$ cat config.mk
export PLATFORM = sky130hd
export DESIGN_NAME = shared_add_server
export DESIGN_NICKNAME = d
export VERILOG_FILES = /design/src/rtl/share_pkg.sv /design/src/rtl/rr_arb2.sv /design/src/rtl/shared_add_server.sv
export SDC_FILE = /design/constraint.sdc
export NUM_CORES = 1
export LEC_CHECK = 0
export CORE_ASPECT_RATIO = 0.9
export CORE_MARGIN = 3
export CORE_UTILIZATION = 50
export DETAILED_ROUTE_END_ITERATION = 6
export PLACE_DENSITY = 0.84
export SLEW_MARGIN = 20
export SYNTH_ARGS = -nofsm -noshare
export SYNTH_HDL_FRONTEND = slang
export SYNTH_HIERARCHICAL = 1
export SYNTH_SLANG_ARGS = --single-unit
$ cat constraint.sdc
create_clock -name clk -period 3.36 [get_ports clk]
set_input_delay 1.008 -clock clk [delete_from_list [all_inputs] [get_ports clk]]
set_output_delay 1.008 -clock clk [all_outputs]
set_load 0.02 [all_outputs]
$ cat src/rtl/share_pkg.sv
// Shared types for the two-port add server.
// Port ids, the request operand bundle and the pipeline depth.
package share_pkg;

  localparam int SHARE_N = 4;
  localparam int LATENCY = 2;

  typedef enum logic {
    PORT_A = 1'b0,
    PORT_B = 1'b1
  } port_id_t;

  typedef struct packed {
    logic [SHARE_N-1:0] op_a;
    logic [SHARE_N-1:0] op_b;
  } add_req_t;

endpackage

$ cat src/rtl/rr_arb2.sv
// Two-way round-robin arbiter with a registered priority pointer.
// The pointer moves past the winner only when a grant is taken.
module rr_arb2
  import share_pkg::*;
(
  input  logic       clk,
  input  logic       rst,
  input  logic [1:0] req,
  input  logic       advance,
  output logic [1:0] gnt
);

  port_id_t ptr;

  always_comb begin
    gnt = 2'b00;
    unique case (1'b1)
      (req == 2'b11): gnt = (ptr == PORT_A) ? 2'b01 : 2'b10;
      (req == 2'b01): gnt = 2'b01;
      (req == 2'b10): gnt = 2'b10;
      default:        gnt = 2'b00;
    endcase
  end

  always_ff @(posedge clk or negedge rst) begin
    if (!rst) begin
      ptr <= PORT_A;
    end else if (advance) begin
      ptr <= gnt[0] ? PORT_B : PORT_A;
    end
  end

endmodule

$ cat src/rtl/shared_add_server.sv
// Two requesters share one adder through a 2-stage pipeline.
// Each port keeps at most one request outstanding until its result is taken.
module shared_add_server
  import share_pkg::*;
#(
  parameter int N = SHARE_N
) (
  input  logic         clk,
  input  logic         rst,
  input  logic         IN_reqA_valid,
  input  logic [N-1:0] IN_reqA_opA,
  input  logic [N-1:0] IN_reqA_opB,
  output logic         OUT_reqA_ready,
  input  logic         IN_reqB_valid,
  input  logic [N-1:0] IN_reqB_opA,
  input  logic [N-1:0] IN_reqB_opB,
  output logic         OUT_reqB_ready,
  output logic         OUT_resA_valid,
  output logic [N:0]   OUT_resA_sum,
  input  logic         IN_resA_ready,
  output logic         OUT_resB_valid,
  output logic [N:0]   OUT_resB_sum,
  input  logic         IN_resB_ready
);

  logic         live;
  logic         busy_a;
  logic         busy_b;
  logic         rdy_a;
  logic         rdy_b;
  logic [1:0]   req;
  logic [1:0]   gnt;
  logic         fire;
  logic         s1_vld;
  port_id_t     s1_id;
  logic [N-1:0] s1_a;
  logic [N-1:0] s1_b;
  logic [N:0]   sum;
  logic         res_a_vld;
  logic         res_b_vld;
  logic [N:0]   res_a_sum;
  logic [N:0]   res_b_sum;
  logic         done_a;
  logic         done_b;

  // live keeps ready low until the first edge after reset release
  assign rdy_a = live & ~busy_a;
  assign rdy_b = live & ~busy_b;
  assign req   = {IN_reqB_valid & rdy_b, IN_reqA_valid & rdy_a};
  assign fire  = |gnt;

  rr_arb2 u_arb (
    .clk     (clk),
    .rst     (rst),
    .req     (req),
    .advance (fire),
    .gnt     (gnt)
  );

  assign sum    = {1'b0, s1_a} + {1'b0, s1_b};
  assign done_a = res_a_vld & IN_resA_ready;
  assign done_b = res_b_vld & IN_resB_ready;

  always_ff @(posedge clk or negedge rst) begin
    if (!rst) begin
      live   <= 1'b0;
      busy_a <= 1'b0;
      busy_b <= 1'b0;
    end else begin
      live <= 1'b1;
      if (gnt[0]) busy_a <= 1'b1;
      else if (done_a) busy_a <= 1'b0;
      if (gnt[1]) busy_b <= 1'b1;
      else if (done_b) busy_b <= 1'b0;
    end
  end

  always_ff @(posedge clk or negedge rst) begin
    if (!rst) begin
      s1_vld <= 1'b0;
      s1_id  <= PORT_A;
      s1_a   <= '0;
      s1_b   <= '0;
    end else begin
      s1_vld <= fire;
      if (fire) begin
        s1_id <= gnt[1] ? PORT_B : PORT_A;
        s1_a  <= gnt[1] ? IN_reqB_opA : IN_reqA_opA;
        s1_b  <= gnt[1] ? IN_reqB_opB : IN_reqA_opB;
      end
    end
  end

  always_ff @(posedge clk or negedge rst) begin
    if (!rst) begin
      res_a_vld <= 1'b0;
      res_a_sum <= '0;
      res_b_vld <= 1'b0;
      res_b_sum <= '0;
    end else begin
      if (done_a) begin
        res_a_vld <= 1'b0;
        res_a_sum <= '0;
      end else if (s1_vld && s1_id == PORT_A) begin
        res_a_vld <= 1'b1;
        res_a_sum <= sum;
      end
      if (done_b) begin
        res_b_vld <= 1'b0;
        res_b_sum <= '0;
      end else if (s1_vld && s1_id == PORT_B) begin
        res_b_vld <= 1'b1;
        res_b_sum <= sum;
      end
    end
  end

  assign OUT_reqA_ready = rdy_a;
  assign OUT_reqB_ready = rdy_b;
  assign OUT_resA_valid = res_a_vld;
  assign OUT_resA_sum   = res_a_sum;
  assign OUT_resB_valid = res_b_vld;
  assign OUT_resB_sum   = res_b_sum;

endmodule

==> results_dict.tcl <==
set metrics [dict create \
    yosysTopAreaCell "dfrtp_1" \
    area_growth_pct 33.7 \
    netlist_instances 112 \
    syn_avg_cell_area_sq_um 11.3 \
    start_util_pct 55.3 \
    syn_nets 139 \
    globalplace.congestion 0.782 \
    fp.dieW_um 59.0 \
    slew_viol_final 0 \
    max_cap_viol_count 0 \
    max_stage_delay_ns 0.63 \
    die-area_sq_um 3160 \
    cts_max_level 1 \
    die_h_um 53.7 \
    routed_wl_um 2740 \
    fin_total_pwr_w 0.00149 \
    postCtsSetupRepairBufs 0 \
    fmax_ghz 0.398 \
    critPathMaxFanout 2 \
    final_common_cell "clkdlybuf4s50_1" \
    fin_ws_ns 0.849 \
    io_pins 36 \
    grt_usage_pct 19.9 \
    cts.clk_slew.worst_paths_ns 0.14 \
    cts_root_buf "clkbuf_4" \
    num-fill-cells 168 \
    io_buffer_count 35 \
    firstDrtPassIters 4 \
    status "finished, final reports clean" \
    ys_async_sr_fraction_pct 100 \
    grt_pass1_vias 994 \
    finalSetupViolations 0 \
    drc 0 \
    cts.sinks 26 \
    cts_buffers 3 \
    finalSetupTns_ns 0 \
    grt_pass1_wl_um 4460 \
    grt_max_degree 27 \
    synth.yosys.seq_area_share_pct 51.5 \
    peakVddDrop_mv 0.597 \
    nets 179 \
    std_cell_rows 16 \
    startpoint_type "flop" \
    rsz0062_at_grt "false" \
    ys.flop_type "dfrtp_1" \
    cp_data_required_time_ns 2.35 \
    min_period_ns 2.51 \
    hold_path.class "flop to flop" \
    synth_cell_type_count 29 \
    cts_hold_buf 0 \
    route.vias.total 991 \
    slowest_stage "clkdlybuf4s50_1" \
    synth.area.top_cells "dfrtp_1, mux2i_1, ha_1" \
    yosys_warnings 6 \
    cts_tree "yes" \
    fin_crit_sh_pct 74.7 \
    antenna_found_initial 0 \
    cts_resized 0 \
    diodes 0 \
    clockBufferDepth 2 \
    hold_viol 0 \
    vias_per_cell 5.57 \
    clock_latency_ns 0.33 \
    drt_iter0_drc 32 \
    end_kind "output pin" \
    crit_type "flop to output pin" \
    grt_overflow 0 \
    ant_nets 0 \
    skew_ns 0.00343 \
    most-common-layout-cells "clkdlybuf4s50_1, dfrtp_1, mux2i_1" \
    leakage_nw 0.746 \
    fp.coreArea_sq_um 2280 \
    place_worst_setup_slack_ns 0.720 \
    path_cells "nor2b_1 -> clkdlybuf4s50_1" \
    final_layout_size_suffix_gt1_share_pct 11.9 \
    dp_hpwl_um 2140 \
    ys_ff_latch 26 \
    synth-edff-count 0 \
    post_drt_wl_per_cell_um 15.4 \
    synth_top_area_share_pct 51.5 \
    syn_area_sq_um 1260 \
    worstPathArrival_ns 1.50 \
    p_per_area_nw_per_um2 880 \
]
## power by group
| group | switching [W] | internal [W] | leakage, nW | total, W |
|---|---|---|---|---|
| logic | 0.000393 | 0.000372 | 0.404 | 0.000765 |
| registers | 0.000106 | 0.000452 | 0.322 | 0.000558 |
| clock network | 0.0000961 | 0.0000665 | 0.0210 | 0.000163 |
| total | 0.000595 | 0.000891 | 0.746 | 0.00149 |
## final timing paths
check | from | endpoint | slack [ns] | depth (start not counted)
min in group asynchronous | rst | OUT_resA_sum[1] | 1.02 | 2
worst min-delay path | busy_b | busy_b | 0.50 | 1
worst max-delay path | busy_a | OUT_reqA_ready | 0.85 | 2
worst max register to register | live | u_arb/ptr | 1.60 | 6
max in group asynchronous | rst | s1_b[3] | 2.09 | 2
worst min register to register | busy_b | busy_b | 0.50 | 1
## stage by stage
stage	util, %	instances	area (sq um)	hold WS [ns]
after floorplan	-	112	1260	0.446
after global routing	74.0	178	1690	0.533
final	74.0	178	1690	0.497
after CTS	74.0	178	1690	0.502
after detailed placement	72.4	174	1650	0.471
after global placement	72.4	174	1650	0.471
## worst max-delay path: cells and delay by family, from the launching register on
| family | cells | cell delay, ns |
|---|---|---|
| buffers and inverters | 1 | 0.63 |
| DFF | 1 | 0.41 |
| and+or+nand+nor | 1 | 0.13 |
## cell usage after synthesis (3+ instances only)
library cell / number
mux2i_1: 14
ha_1: 4
a21o_1: 3
a21oi_1: 8
dfrtp_1: 26
nor2_1: 4
nand2_1: 13
inv_1: 3
o21ai_0: 10
## per-layer routing
| metal | routed length (um) | vias to the layer above | global-route usage (%) |
|---|---|---|---|
| met5 | 0 | - | 0 |
| met4 | 72 | 0 | 12.8 |
| met3 | 205 | 7 | 5.04 |
| met2 | 1350 | 36 | 35.5 |
| met1 | 1110 | 471 | 21.0 |
| li1 | - | 477 | - |
## cells by family (layout without fill, tap and decap cells)
kind of cell / count (synthesis) / count (layout) / share of synthesized area (%)
flops: 26 / 26 / 51.5
mux: 15 / 15 / 12.3
fa+ha+maj: 5 / 5 / 5.55
other cells: 1 / 1 / 0.297
buf+inv: 6 / 45 / 2.28
xor+xnor: 1 / 1 / 0.694
simple gates: 27 / 27 / 10.6
compound gates: 31 / 31 / 16.7
## flip-flops by register name (all words and copies together) (netlist names)
register and count:
busy_a 1, OUT_resA_sum 5, s1_b 4, s1_vld 1, s1_id 1, busy_b 1
live 1, OUT_resA_valid 1, s1_a 4, OUT_resB_sum 5, u_arb/ptr 1, OUT_resB_valid 1
## area by class of cell
class / count / area, sq um / share of cell area, %
tap: 27 / 33.8 / 2.00
inverter: 3 / 11.3 / 0.667
sequential: 26 / 651 / 38.5
timing repair buffer: 38 / 373 / 22.1
clock buffer: 4 / 36.3 / 2.15
multi-input combinational: 80 / 583 / 34.5
Power figures use the tool's default switching activity.
